[src/rtl/uart_tx_bus_if.sv]
// Bus bundle for uart_tx_bus: one-cycle request strobe from the CPU, one-cycle registered response.
`timescale 1ns/1ps
interface uart_tx_bus_if;
    logic        bus_en;
    logic        bus_we;
    logic [3:0]  bus_addr;
    logic [31:0] bus_wdata;
    logic [31:0] bus_rdata;
    logic        bus_ready;

    modport master (
        output bus_en, bus_we, bus_addr, bus_wdata,
        input  bus_rdata, bus_ready
    );

    modport slave (
        input  bus_en, bus_we, bus_addr, bus_wdata,
        output bus_rdata, bus_ready
    );
endinterface

[src/rtl/uart_tx_bus.sv]
// Bus-mapped UART transmitter: TX FIFO feeding an 8N1 shifter, 8E1 when UART_TX_PARITY_EN is defined.
// Every bus request is answered one cycle later; pushes into a full FIFO are dropped and flagged in OVF.
`timescale 1ns/1ps
module uart_tx_bus #(
    parameter int CLK_HZ     = 100000000,
    parameter int BAUD       = 115200,
    parameter int FIFO_DEPTH = 16
) (
    input  logic             clk,
    input  logic             rst,
    uart_tx_bus_if.slave     bus,
    output logic             uart_rxd_out,
    output logic             uart_tx_int,
    output logic [1:0][31:0] ila_probe
);
    localparam int DIV = (CLK_HZ + BAUD / 2) / BAUD;
    localparam int DW  = $clog2(DIV);
    localparam int AW  = $clog2(FIFO_DEPTH);
    localparam int LW  = AW + 1;
    localparam logic [DW-1:0] DIV_LAST = DW'(DIV - 1);
    localparam logic [LW-1:0] LVL_FULL = LW'(FIFO_DEPTH);

    typedef enum logic [2:0] {
        S_IDLE   = 3'd0,
        S_START  = 3'd1,
        S_DATA   = 3'd2,
`ifdef UART_TX_PARITY_EN
        S_PARITY = 3'd3,
`endif
        S_STOP   = 3'd4
    } state_t;

    state_t        r_state, w_state_nxt;
    logic [DW-1:0] r_div, w_div_nxt;
    logic [2:0]    r_bit, w_bit_nxt;
    logic [7:0]    r_shreg, w_shreg_nxt;
    logic [7:0]    r_last;
    logic          r_txd, w_txd_nxt;
`ifdef UART_TX_PARITY_EN
    logic          r_par, w_par_nxt;
`endif

    logic [7:0]    r_mem [FIFO_DEPTH];
    logic [AW-1:0] r_wptr, r_rptr;
    logic [LW-1:0] r_level;
    logic          r_ovf, r_txie, r_int, r_ready;
    logic [31:0]   r_rdata, w_rdata_nxt;

    logic [1:0]    w_sel;
    logic [7:0]    w_head;
    logic          w_empty, w_full, w_busy, w_pop, w_push_req, w_push, w_rd_status, w_div_zero;
    logic          w_unused;

    assign w_sel       = bus.bus_addr[3:2];
    assign w_head      = r_mem[r_rptr];
    assign w_empty     = (r_level == '0);
    assign w_full      = (r_level == LVL_FULL);
    assign w_busy      = (r_state != S_IDLE);
    assign w_div_zero  = (r_div == '0);
    assign w_push_req  = bus.bus_en & bus.bus_we & (w_sel == 2'd0);
    // A pop in the same cycle frees the slot, so a push while full still lands.
    assign w_push      = w_push_req & (~w_full | w_pop);
    assign w_rd_status = bus.bus_en & ~bus.bus_we & (w_sel == 2'd1);
    assign w_unused    = ^{bus.bus_addr[1:0], bus.bus_wdata[31:8]};

    always_comb begin
        w_rdata_nxt = '0;
        if (bus.bus_en && !bus.bus_we) begin
            case (w_sel)
                2'd1:    w_rdata_nxt = {16'd0, 8'(r_level), 4'd0, r_ovf, w_busy, w_empty, w_full};
                2'd2:    w_rdata_nxt = {31'd0, r_txie};
                default: w_rdata_nxt = '0;
            endcase
        end
    end

    always_comb begin
        w_state_nxt = r_state;
        w_div_nxt   = w_div_zero ? r_div : r_div - DW'(1);
        w_bit_nxt   = r_bit;
        w_shreg_nxt = r_shreg;
        w_pop       = 1'b0;
`ifdef UART_TX_PARITY_EN
        w_par_nxt   = r_par;
`endif
        case (r_state)
            S_IDLE: begin
                if (!w_empty) begin
                    w_pop       = 1'b1;
                    w_shreg_nxt = w_head;
`ifdef UART_TX_PARITY_EN
                    w_par_nxt   = ^w_head;
`endif
                    w_state_nxt = S_START;
                    w_div_nxt   = DIV_LAST;
                end
            end
            S_START: begin
                if (w_div_zero) begin
                    w_state_nxt = S_DATA;
                    w_bit_nxt   = 3'd0;
                    w_div_nxt   = DIV_LAST;
                end
            end
            S_DATA: begin
                if (w_div_zero) begin
                    w_shreg_nxt = {1'b0, r_shreg[7:1]};
                    w_bit_nxt   = r_bit + 3'd1;
                    w_div_nxt   = DIV_LAST;
                    if (r_bit == 3'd7) begin
`ifdef UART_TX_PARITY_EN
                        w_state_nxt = S_PARITY;
`else
                        w_state_nxt = S_STOP;
`endif
                    end
                end
            end
`ifdef UART_TX_PARITY_EN
            S_PARITY: begin
                if (w_div_zero) begin
                    w_state_nxt = S_STOP;
                    w_div_nxt   = DIV_LAST;
                end
            end
`endif
            S_STOP: begin
                if (w_div_zero) begin
                    // Chain straight into the next frame when more data is waiting.
                    if (!w_empty) begin
                        w_pop       = 1'b1;
                        w_shreg_nxt = w_head;
`ifdef UART_TX_PARITY_EN
                        w_par_nxt   = ^w_head;
`endif
                        w_state_nxt = S_START;
                        w_div_nxt   = DIV_LAST;
                    end else begin
                        w_state_nxt = S_IDLE;
                    end
                end
            end
            default: w_state_nxt = S_IDLE;
        endcase

        // Line is registered alongside the state so the pin never glitches.
        case (w_state_nxt)
            S_START:  w_txd_nxt = 1'b0;
            S_DATA:   w_txd_nxt = w_shreg_nxt[0];
`ifdef UART_TX_PARITY_EN
            S_PARITY: w_txd_nxt = w_par_nxt;
`endif
            default:  w_txd_nxt = 1'b1;
        endcase
    end

    always_ff @(posedge clk or posedge rst) begin
        if (rst) begin
            r_state <= S_IDLE;
            r_div   <= '0;
            r_bit   <= '0;
            r_shreg <= '0;
            r_last  <= '0;
            r_txd   <= 1'b1;
`ifdef UART_TX_PARITY_EN
            r_par   <= 1'b0;
`endif
        end else begin
            r_state <= w_state_nxt;
            r_div   <= w_div_nxt;
            r_bit   <= w_bit_nxt;
            r_shreg <= w_shreg_nxt;
            r_txd   <= w_txd_nxt;
`ifdef UART_TX_PARITY_EN
            r_par   <= w_par_nxt;
`endif
            if (w_pop) r_last <= w_head;
        end
    end

    always_ff @(posedge clk) begin
        if (w_push) r_mem[r_wptr] <= bus.bus_wdata[7:0];
    end

    always_ff @(posedge clk or posedge rst) begin
        if (rst) begin
            r_wptr  <= '0;
            r_rptr  <= '0;
            r_level <= '0;
            r_ovf   <= 1'b0;
            r_txie  <= 1'b0;
            r_int   <= 1'b0;
            r_ready <= 1'b0;
            r_rdata <= '0;
        end else begin
            if (w_push) r_wptr <= r_wptr + AW'(1);
            if (w_pop)  r_rptr <= r_rptr + AW'(1);
            case ({w_push, w_pop})
                2'b10:   r_level <= r_level + LW'(1);
                2'b01:   r_level <= r_level - LW'(1);
                default: r_level <= r_level;
            endcase
            if (w_push_req && !w_push) r_ovf <= 1'b1;
            else if (w_rd_status)      r_ovf <= 1'b0;
            if (bus.bus_en && bus.bus_we && w_sel == 2'd2) r_txie <= bus.bus_wdata[0];
            r_int   <= r_txie & w_empty & ~w_busy;
            r_ready <= bus.bus_en;
            r_rdata <= w_rdata_nxt;
        end
    end

    assign bus.bus_rdata = r_rdata;
    assign bus.bus_ready = r_ready;
    assign uart_rxd_out  = r_txd;
    assign uart_tx_int   = r_int;
    assign ila_probe[0]  = 32'({r_level, r_state, r_bit});
    assign ila_probe[1]  = 32'({r_last, r_div});
endmodule
[src/flat_wrapper.sv]
// flat-port wrapper written by rule: the top's interface ports become plain ports
module uart_tx_bus_flat 
#(
    parameter int CLK_HZ     = 100000000,
    parameter int BAUD       = 115200,
    parameter int FIFO_DEPTH = 16
)
  (clk, rst, uart_rxd_out, uart_tx_int, ila_probe, bus_bus_en, bus_bus_we, bus_bus_addr, bus_bus_wdata, bus_bus_rdata, bus_bus_ready);
  uart_tx_bus_if bus_i ();
  input  logic clk;
  input  logic rst;
  output logic uart_rxd_out;
  output logic uart_tx_int;
  output logic [1:0][31:0] ila_probe;
  input wire logic [$bits(bus_i.bus_en)-1:0] bus_bus_en;
  input wire logic [$bits(bus_i.bus_we)-1:0] bus_bus_we;
  input wire logic [$bits(bus_i.bus_addr)-1:0] bus_bus_addr;
  input wire logic [$bits(bus_i.bus_wdata)-1:0] bus_bus_wdata;
  output wire logic [$bits(bus_i.bus_rdata)-1:0] bus_bus_rdata;
  output wire logic [$bits(bus_i.bus_ready)-1:0] bus_bus_ready;
  assign bus_i.bus_en = bus_bus_en;
  assign bus_i.bus_we = bus_bus_we;
  assign bus_i.bus_addr = bus_bus_addr;
  assign bus_i.bus_wdata = bus_bus_wdata;
  assign bus_bus_rdata = bus_i.bus_rdata;
  assign bus_bus_ready = bus_i.bus_ready;
  uart_tx_bus #(.CLK_HZ(CLK_HZ), .BAUD(BAUD), .FIFO_DEPTH(FIFO_DEPTH)) u_core (.clk(clk), .rst(rst), .bus(bus_i), .uart_rxd_out(uart_rxd_out), .uart_tx_int(uart_tx_int), .ila_probe(ila_probe));
endmodule
[config.mk]
export PLATFORM = sky130hd
export DESIGN_NAME = uart_tx_bus_flat
export DESIGN_NICKNAME = d
export VERILOG_FILES = /design/src/rtl/uart_tx_bus_if.sv /design/src/rtl/uart_tx_bus.sv /design/src/flat_wrapper.sv
export SDC_FILE = /design/constraint.sdc
export NUM_CORES = 1
export LEC_CHECK = 0
export BUFFER_PORTS_ARGS = -buffer_cell sky130_fd_sc_hd__buf_2
export CAP_MARGIN = 20
export CORE_MARGIN = 5
export CORE_UTILIZATION = 50
export CTS_BUF_LIST = sky130_fd_sc_hd__clkbuf_4 sky130_fd_sc_hd__clkbuf_8
export DETAILED_ROUTE_END_ITERATION = 10
export PLACE_DENSITY = 0.7
export SYNTH_ARGS = -nofsm -noshare
export SYNTH_HDL_FRONTEND = slang
export SYNTH_SLANG_ARGS = --single-unit
export TNS_END_PERCENT = 10
[constraint.sdc]
create_clock -name clk -period 4.1 [get_ports clk]
set_clock_uncertainty 0.15 [all_clocks]
set_input_delay 0.41 -clock clk [delete_from_list [all_inputs] [get_ports clk]]
set_output_delay 0.41 -clock clk [all_outputs]
set_load 0.05 [all_outputs]
==> flow_metrics.env <==
export IMPL_sw_frac_of_total=0.319
export IMPL_wl_per_cell_um=18.6
export IMPL_clockPowerShare=0.283
export IMPL_synthFlopType="edfxtp_1"
export IMPL_status="complete, no violations"
export IMPL_placedInstanceArea_um2=8640
export IMPL_p_comb_frac=0.196
export IMPL_num_vias=4594
export IMPL_critPathMaxFanout=6
export IMPL_portBuffers=54
export IMPL_yosys_register_bits=187
export IMPL_cp_arrival_ps=3790
export IMPL_holdPathStages=3
export IMPL_netSwitchingPower_mw=1.39
export IMPL_critical_path_class="flop to flop"
export IMPL_max_freq_mhz=277
export IMPL_grt_max_degree=36
export IMPL_cpPeakStageDelay_ps=640
export IMPL_syn_to_final_growth_pct=9.96
export IMPL_final_cell_mix="edfxtp_1, conb_1, dfrtp_1, buf_2, nand2_1"
export IMPL_hold_class="input pin to flop"
export IMPL_final_common_cell="edfxtp_1"
export IMPL_coreArea_um2=16300
export IMPL_min_period_ps=3610
export IMPL_worstPathCellList="inv_1, ha_1, or4b_1, o31ai_4, and3_1, nand2_1, fa_1, nand2b_1, o2bb2ai_1, a211o_1, a31oi_1, o211ai_1"
export IMPL_clkSinkCount=187
export IMPL_die_w_um=138
export IMPL_start_kind="flop"
export IMPL_drc=0
export IMPL_place_gp_congestion=0.772
export IMPL_syn_area_per_cell_um2=15.2
export IMPL_tns_ps=0
export IMPL_hold_violations=0
export IMPL_p_int_mw=2.97
export IMPL_cap_violations=0
export IMPL_initial_utilization=0.504
export IMPL_synth_edf_count=128
export IMPL_drtIter0Drc=401
export IMPL_ir_drop_uv=301
export IMPL_synthCells=542
export IMPL_path_clk_slew_ps=90
export IMPL_drtAntennaViolNets=0
export IMPL_wl_um=15800
export IMPL_final_area_um2=9060
export IMPL_io_pins=139
export IMPL_htreeDepth=4
export IMPL_die_area_um2=19200
export IMPL_setup_viol=0
export IMPL_cts_root_buffer_cell="clkbuf_8"
export IMPL_power_leakage_nw=3.51
export IMPL_cp_required_ps=4280
export IMPL_slew_headroom=0.362
export IMPL_syn_area_um2=8240
export IMPL_power_density_nw_per_um2=482
export IMPL_fin_crit_sh=0.879
export IMPL_grt_pass1_wl_um=25700
export IMPL_overflow=0
export IMPL_tightestPinTransition_ps=957
export IMPL_diodes=0
export IMPL_nets=673
export IMPL_antenna_found_initial=0
export IMPL_synth_sequential_area_ratio=0.646
export IMPL_rsz0062_at_grt="false"
export IMPL_crit_path_end_kind="flop"
export IMPL_seqPwrFrac=0.521
export IMPL_cp_slowest_cell="or4b_1"
export IMPL_final_max_slew_viol_count=0
export IMPL_fill_cells=1298
export IMPL_total_power_mw=4.37
export IMPL_post_dp_hpwl_um=10900
export IMPL_crit_buf_inv=1
export IMPL_yosysWarnings=0
export IMPL_cts_resized=0
export IMPL_yosysUniqueCellTypes=64
export IMPL_crit_cells=12
export IMPL_drt_first_pass_iters=4
export IMPL_final_layout_size_suffix_gt1_frac=0.249
export IMPL_clockBufferDepth=2
export IMPL_fp_row_count=47
export IMPL_tritoncts="done"
export IMPL_grt_pass1_vias=4782
export IMPL_cp_top_family="simple AND/OR/NAND/NOR gates"
export IMPL_async_flop_share=0.316
export IMPL_numCtsBuffers=17
export IMPL_dieHeight_um=138
export IMPL_clk_latency_ps=460
export IMPL_routed_via_density=5.40
export IMPL_ff2ff_path_depth=12
export IMPL_grt_usage=0.172
==> cell families (layout without fill, tap and decap cells) <==
logic type	count (synthesis)	count (layout)	share of synthesized area
flip-flops	187	187	0.646
AND/OR/NAND/NOR	125	125	0.0771
buffers and inverters	93	124	0.0703
AO/OA/AOI/OAI	58	58	0.0572
multiplexers	48	48	0.109
adder cells (fa/ha/maj)	16	16	0.0252
XOR/XNOR	14	14	0.0149
other	1	58	0.000455
==> final cells by class <==
cell class / instances / area (um^2) / share of cell area
repair buffers: 79 / 463 / 0.0511
flip-flops and latches: 187 / 5320 / 0.587
well taps: 220 / 275 / 0.0304
inverters: 13 / 48.8 / 0.00538
clock buffers: 19 / 249 / 0.0275
multi-input cells: 319 / 2550 / 0.282
clock inverters: 13 / 149 / 0.0164
==> path summary, 6_finish.rpt <==
check / startpoint / endpoint / slack (ps)
max reg2reg: u_core.r_div[0] / u_core.r_level[4] / 490
max in group asynchronous: rst / u_core.uart_rxd_out / 2510
min: bus_bus_we / u_core.bus.bus_rdata[0] / 160
max: u_core.r_div[0] / u_core.r_level[4] / 490
min reg2reg: u_core.r_last[0] / u_core.r_last[0] / 330
min in group asynchronous: rst / u_core.r_wptr[2] / 420
==> power groups by stage <==
| stage | clock [mW] | sequential [mW] | combinational (mW) |
|---|---|---|---|
| floorplan | 0 | 2.52 | 0.492 |
| CTS | 1.26 | 2.28 | 0.863 |
| detailed placement | 0 | 2.32 | 0.860 |
| global route | 1.35 | 2.30 | 0.925 |
| global placement | 0 | 2.31 | 0.837 |
| finish | 1.24 | 2.28 | 0.856 |
==> tightest hold or removal path: cells and delay by family <==
family / cells / cell delay (ps)
buf+inv: 1 / 120
simple gates: 1 / 110
compound gates: 1 / 80
==> metal layers <==
layer,GRT usage,share of wire
met5,0,0
met4,0.0541,0.016
met1,0.216,0.41
met2,0.290,0.51
met3,0.0490,0.064
==> state kept, by name, indices dropped and copies added, names as in the netlist, 3 cells and up <==
| signal | count |
|---|---|
| u_core.r_mem | 128 |
| u_core.r_bit | 3 |
| u_core.r_state | 3 |
| u_core.r_rptr | 4 |
| u_core.r_level | 5 |
| u_core.r_wptr | 4 |
| u_core.bus.bus_rdata | 9 |
| u_core.r_last | 8 |
| u_core.r_div | 10 |
| u_core.r_shreg | 8 |
==> cell usage after synthesis (4+ instances only) <==
master	instances	area share
edfxtp_1	128	0.47
buf_4	59	0.054
dfrtp_1	58	0.18
nand2_1	35	0.016
nor2_1	33	0.015
mux4_2	32	0.087
ha_1	15	0.023
a211oi_1	12	0.011
inv_1	12	0.0055
xnor2_1	11	0.012
clkbuf_1	10	0.0046
mux2i_1	10	0.012
nor3_1	8	0.0049
a21o_1	7	0.0064
buf_2	7	0.0043
a221o_1	6	0.0073
nand2b_1	6	0.0046
nand3_1	6	0.0036
nor2b_1	6	0.0046
a21oi_1	5	0.0030
o21ai_0	5	0.0030
buf_1	4	0.0018
nand4_1	4	0.0030
nor4_1	4	0.0030
o211ai_1	4	0.0036
==> timing repair <==
action                                 4_1_cts  5_1_grt
setup buffers                                0        0
endpoints found under the hold margin       29        0
hold buffers                                 2        0
==> per-stage QoR <==
step           instances  hold slack (ps)  utilization  setup slack (ps)
2_1_floorplan        599              291            -               533
3_3_place_gp         816              307        0.529               586
3_5_place_dp         816              320        0.529               533
4_1_cts              850              129        0.554               510
5_1_grt              850              153        0.554               218
6_report             850              161        0.554               495
(Power assumes the default switching activity.)
